`config.mk`:
```
export PLATFORM = sky130hd
export DESIGN_NAME = mul_div_unit
export DESIGN_NICKNAME = d
export VERILOG_FILES = /design/src/rtl/mdu_pkg.sv /design/src/rtl/mul_div_unit.sv
export SDC_FILE = /design/constraint.sdc
export NUM_CORES = 1
export LEC_CHECK = 0
export CAP_MARGIN = 20
export CORE_MARGIN = 8
export CORE_UTILIZATION = 50
export CTS_CLUSTER_SIZE = 14
export DETAILED_ROUTE_END_ITERATION = 8
export PLACE_DENSITY = 0.71
export SYNTH_ARGS = -nofsm -noshare
export SYNTH_HDL_FRONTEND = slang
export SYNTH_SLANG_ARGS = --single-unit
```
`constraint.sdc`:
```
create_clock -name clk -period 6 [get_ports clk]
set_clock_uncertainty 0.05 [all_clocks]
set_input_delay 0.9 -clock clk [delete_from_list [all_inputs] [get_ports clk]]
set_output_delay 0.9 -clock clk [all_outputs]
set_load 0.01 [all_outputs]
```
`src/rtl/mdu_pkg.sv`:
```
// Shared definitions for the multiply/divide unit: op encoding (also used by the
// decoder) and the sequencer state encoding.
package mdu_pkg;

  localparam logic [1:0] OP_MULT  = 2'b00;
  localparam logic [1:0] OP_MULTU = 2'b01;
  localparam logic [1:0] OP_DIV   = 2'b10;
  localparam logic [1:0] OP_DIVU  = 2'b11;

  typedef enum logic [1:0] {
    ST_IDLE = 2'd0,
    ST_CALC = 2'd1,
    ST_FIX  = 2'd2,
    ST_DONE = 2'd3
  } state_e;

endpackage

```
`src/rtl/mul_div_unit.sv`:
```
// Iterative one-bit-per-cycle multiply (shift-add) / divide (restoring) unit
// with architectural HI/LO registers; operands run as magnitudes, sign fixed at the end.
module mul_div_unit #(
  parameter int unsigned WIDTH = 32
) (
  input  logic             clk,
  input  logic             rst_n,
  input  logic             start,
  input  logic [1:0]       op,
  input  logic [WIDTH-1:0] src_a,
  input  logic [WIDTH-1:0] src_b,
  input  logic             hi_w,
  input  logic             lo_w,
  input  logic [WIDTH-1:0] wr_data,
  output logic             busy,
  output logic             done,
  output logic             div_by_zero,
  output logic [WIDTH-1:0] hi,
  output logic [WIDTH-1:0] lo
);
  import mdu_pkg::*;

  localparam int unsigned ACC_W = 2 * WIDTH;

  function automatic logic [WIDTH-1:0] neg_w(input logic [WIDTH-1:0] x);
    return WIDTH'(~x + WIDTH'(1));
  endfunction

  function automatic logic [ACC_W-1:0] neg_acc(input logic [ACC_W-1:0] x);
    return ACC_W'(~x + ACC_W'(1));
  endfunction

  state_e             r_state;
  state_e             w_state_nxt;
  logic [ACC_W-1:0]   r_acc;
  logic [WIDTH-1:0]   r_b;
  logic [WIDTH-1:0]   r_src_a;
  logic [WIDTH-1:0]   r_cnt;
  logic               r_is_div;
  logic               r_neg_res;
  logic               r_neg_rem;
  logic               r_b_zero;
  logic               r_busy;
  logic               r_done;
  logic               r_dbz;
  logic [WIDTH-1:0]   r_hi;
  logic [WIDTH-1:0]   r_lo;

  logic               w_signed;
  logic               w_a_neg;
  logic               w_b_neg;
  logic [WIDTH-1:0]   w_mag_a;
  logic [WIDTH-1:0]   w_mag_b;
  logic [WIDTH:0]     w_mul_sum;
  logic [ACC_W-1:0]   w_mul_next;
  logic [WIDTH:0]     w_div_shift;
  logic [WIDTH-1:0]   w_div_diff;
  logic               w_div_ge;
  logic [ACC_W-1:0]   w_div_next;
  logic [ACC_W-1:0]   w_prod;
  logic [WIDTH-1:0]   w_res_hi;
  logic [WIDTH-1:0]   w_res_lo;

  assign busy        = r_busy;
  assign done        = r_done;
  assign div_by_zero = r_dbz;
  assign hi          = r_hi;
  assign lo          = r_lo;

  // Operand magnitudes and signs at the accepting edge
  assign w_signed = ~op[0];
  assign w_a_neg  = w_signed & src_a[WIDTH-1];
  assign w_b_neg  = w_signed & src_b[WIDTH-1];
  assign w_mag_a  = w_a_neg ? neg_w(src_a) : src_a;
  assign w_mag_b  = w_b_neg ? neg_w(src_b) : src_b;

  // Multiply step: {hi_part, multiplier} accumulator, add then shift right
  assign w_mul_sum  = {1'b0, r_acc[ACC_W-1:WIDTH]} + {1'b0, r_b};
  assign w_mul_next = r_acc[0] ? {w_mul_sum, r_acc[WIDTH-1:1]}
                               : {1'b0, r_acc[ACC_W-1:1]};

  // Divide step: {remainder, quotient} accumulator, shift left and trial subtract
  assign w_div_shift = r_acc[ACC_W-1:WIDTH-1];
  assign w_div_ge    = w_div_shift >= {1'b0, r_b};
  assign w_div_diff  = w_div_shift[WIDTH-1:0] - r_b;
  assign w_div_next  = {(w_div_ge ? w_div_diff : w_div_shift[WIDTH-1:0]),
                        r_acc[WIDTH-2:0], w_div_ge};

  assign w_prod = r_neg_res ? neg_acc(r_acc) : r_acc;

  // Final sign correction and divide-by-zero override
  always_comb begin
    w_res_hi = w_prod[ACC_W-1:WIDTH];
    w_res_lo = w_prod[WIDTH-1:0];
    if (r_is_div) begin
      if (r_b_zero) begin
        w_res_hi = r_src_a;
        w_res_lo = '1;
      end else begin
        w_res_hi = r_neg_rem ? neg_w(r_acc[ACC_W-1:WIDTH]) : r_acc[ACC_W-1:WIDTH];
        w_res_lo = r_neg_res ? neg_w(r_acc[WIDTH-1:0]) : r_acc[WIDTH-1:0];
      end
    end
  end

  always_ff @(posedge clk) begin
    if (!rst_n) r_state <= ST_IDLE;
    else        r_state <= w_state_nxt;
  end

  always_comb begin
    w_state_nxt = r_state;
    case (r_state)
      ST_IDLE: if (start) w_state_nxt = ST_CALC;
      ST_CALC: if (r_cnt == WIDTH'(WIDTH - 1)) w_state_nxt = ST_FIX;
      ST_FIX:  w_state_nxt = ST_DONE;
      ST_DONE: w_state_nxt = ST_IDLE;
      default: w_state_nxt = ST_IDLE;
    endcase
  end

  always_ff @(posedge clk) begin
    if (!rst_n) begin
      r_acc     <= '0;
      r_b       <= '0;
      r_src_a   <= '0;
      r_cnt     <= '0;
      r_is_div  <= 1'b0;
      r_neg_res <= 1'b0;
      r_neg_rem <= 1'b0;
      r_b_zero  <= 1'b0;
      r_busy    <= 1'b0;
      r_done    <= 1'b0;
      r_dbz     <= 1'b0;
      r_hi      <= '0;
      r_lo      <= '0;
    end else begin
      r_done <= 1'b0;
      r_dbz  <= 1'b0;
      case (r_state)
        ST_IDLE: begin
          if (start) begin
            r_is_div  <= op[1];
            r_acc     <= op[1] ? {{WIDTH{1'b0}}, w_mag_a} : {{WIDTH{1'b0}}, w_mag_b};
            r_b       <= op[1] ? w_mag_b : w_mag_a;
            r_src_a   <= src_a;
            r_neg_res <= w_a_neg ^ w_b_neg;
            r_neg_rem <= w_a_neg;
            r_b_zero  <= (src_b == '0);
            r_cnt     <= '0;
            r_busy    <= 1'b1;
          end else begin
            if (hi_w) r_hi <= wr_data;
            if (lo_w) r_lo <= wr_data;
          end
        end
        ST_CALC: begin
          r_acc <= r_is_div ? w_div_next : w_mul_next;
          r_cnt <= r_cnt + WIDTH'(1);
        end
        ST_FIX: begin
          r_hi   <= w_res_hi;
          r_lo   <= w_res_lo;
          r_busy <= 1'b0;
          r_done <= 1'b1;
          r_dbz  <= r_is_div & r_b_zero;
        end
        default: ;
      endcase
    end
  end

endmodule

```
==> reports/results.tsv <==
metric	value	unit
die width	208	um
Setup WS pre-CTS	1740	ps
CTS tree	yes	
WL per Instance	23.9	um
via count	19710	
P_int	0.00464	W
Warnings, synthesis	0	
# hold bufs at CTS	0	
Routed WL	72300	um
Core Region	36400	um2
Tightest Pin Transition	1070	ps
Synth Net Count	2678	
initial antenna violation count	1	
ys flop type	dfxtp_1	
sequential fraction of the synthesis area	25.4	%
cell count after synthesis	2501	
first-pass GRT wire length	110000	um
r2r setup slk	2040	ps
Worst Path Required	6400	ps
Cells after DPL	2971	
final non-filler cell total	3022	
GRT Total Usage	31.8	%
GRT overflow	0	
sw power	0.00389	W
DP HPWL	55400	um
crit-path cells	ha_1 -> nor2b_1 -> o2111ai_1 -> a21oi_1 -> o22ai_1 -> o211ai_1 -> a21o_1 -> mux2i_1 -> a21oi_1 -> a22o_1	
H-tree levels	1	
Fmax	252	MHz
Crit path largest cell delay	810	ps
Avg Cell Area, Syn	7.35	um2
CP Launch Type	flop	
clk buf depth	3	
outcome	completed	
Comb pwr share	49.8	%
Worst-path clk slew	60	ps
1st-iter DRT viols	2164	
Yosys reg bits	233	
Power Density	403	nW/um2
Die Span Y	208	um
worst vdd ir	0.315	mV
RSZ-0062 raised after global routing	false	
switching share of power	45.6	%
Ports	170	
worst path arrival time	4360	ps
clock power share	21.9	%
vias in the first global route	18314	
LEAKAGE	7.98	nW
critical path class	flop to flop	
unique cell type count in the Yosys netlist	73	
CP Capture Type	flop	
IO buf count	169	
Initial Util	50.4	%
sequential share of power	28.3	%
largest net degree at the start of global routing	77	
post-layout net count	2711	
class of the worst hold path	flop to flop	
Post-DRT Antenna Nets	0	
min Tclk post-route	3960	ps
DRC errors left	0	
CTS resizes	0	
Final Slew Violations	0	
n_diodes	0	
synthesized cell area	18400	um2
Async S/R FF share, synth	0	%
Clock Latency Late Sink	570	ps
Die ar.	43100	um2
fill count	3411	
sum of negative setup slack	0	ps
CP most frequent cell	a21oi_1	
CTS buffer count	28	
EDFF count, synth	0	
crit-path max FO	15	
Critical-path top delay cell	a21o_1	
postcts setup bufs	0	
Pre-antenna DRT Iters	9	
final hold vios	0	
setup violators final	0	
share of cells above drive strength 1	5.76	%
final worst slack	2040	ps
Max Cap Viol	0	
GPL Wtd Cong	1.02	
Rows	70	
Hold WS	401	ps
via/cell ratio	6.52	
crit share post-route	66.0	%
Slew Limit Headroom	28.8	%
Area Growth Syn to Fin	15.2	%
total power	0.00853	W
clk root buf	clkbuf_16	
clk sinks	233	
==> cell usage after synthesis (32+ instances only) <==
library cell	n	area [um2]
nand3_1	60	300
inv_1	73	274
nand2_1	317	1190
o31ai_1	42	315
dfxtp_1	233	4660
o211ai_1	53	398
xnor2_1	118	1030
o21ai_0	139	696
o221ai_1	45	394
a21oi_1	265	1330
a211oi_1	55	413
xor2_1	96	841
mux2i_1	51	510
nor2_1	209	785
mux2_2	32	360
clkbuf_1	166	623
nor3_1	45	225
a21o_1	44	330
ha_1	72	901
==> metal layers <==
layer  vias to the layer above  part of all wire [%]  track usage [%]  routed length [um]
met3                       183                   9.8             6.31                7080
met1                      9386                    42             42.2               30200
met2                      1017                    44             50.4               32000
met5                         -                 0.018                0                  13
li1                       9122                     -                -                   -
met4                         2                   4.3             12.4                3090
==> logic make-up after synthesis <==
group / synth area share [%]
buf+inv: 5.73
mux: 4.74
xor+xnor: 10.2
compound gates: 27.9
fa+ha+maj: 5.12
simple gates: 20.9
flops: 25.4
==> flip-flops by register name, summed over array words and instances, names as in the netlist <==
name	count
r_acc	64
busy	1
r_neg_res	1
r_state	2
r_is_div	1
lo	32
hi	32
r_cnt	32
r_src_a	32
r_b	32
r_b_zero	1
r_neg_rem	1
div_by_zero	1
done	1
==> power groups by stage <==
| stage | combinational, W | clock [W] | sequential, W |
|---|---|---|---|
| after CTS | 0.00414 | 0.00188 | 0.00239 |
| after floorplan | 0.00284 | 0 | 0.00219 |
| after detailed placement | 0.00412 | 0 | 0.00242 |
| final | 0.00425 | 0.00186 | 0.00242 |
| after global routing | 0.00458 | 0.00195 | 0.00244 |
| after global placement | 0.00407 | 0 | 0.00240 |
==> worst max-delay path: cells and delay by family, from the launching register on <==
kind            cells  cell delay (ps)
mux                 1              350
fa+ha+maj           1              230
compound gates      7             2390
flops               1              620
simple gates        1              200
==> layout make-up <==
type,count,area (um2),share of cell area [%]
Sequential cell,233,4670,22.1
Inverter,76,288,1.36
Clock buffer,38,778,3.68
Tap cell,468,586,2.77
Timing Repair Buffer,200,1940,9.17
Multi-Input combinational cell,1995,12700,59.9
Clock inverter,12,221,1.05
==> through the flow <==
stage	utilization (%)	instance area [um2]
6_report	58.1	21200
3_3_place_gp	55.2	20100
3_5_place_dp	55.3	20100
4_1_cts	58.0	21100
5_1_grt	58.1	21200
2_1_floorplan	-	18400
==> placed cells by master, fill, tap and decap left out, drive strengths merged, types with 51 or more instances in the layout <==
master / count
ha: 72
a211oi: 55
nor2: 209
xnor2: 118
inv: 75
a21oi: 266
nand2: 317
o21ai: 142
clkdlybuf4s50: 167
dfxtp: 233
xor2: 96
nand3: 60
o211ai: 53
mux2i: 51
==> final timing paths <==
kind         startpoint   endpoint  depth (start not counted)
max           r_acc[32]  r_acc[37]                         10
min              lo[19]     lo[19]                          2
max reg2reg   r_acc[32]  r_acc[37]                         10
min reg2reg      lo[19]     lo[19]                          2
No activity file was read; power rests on OpenSTA's default activity.
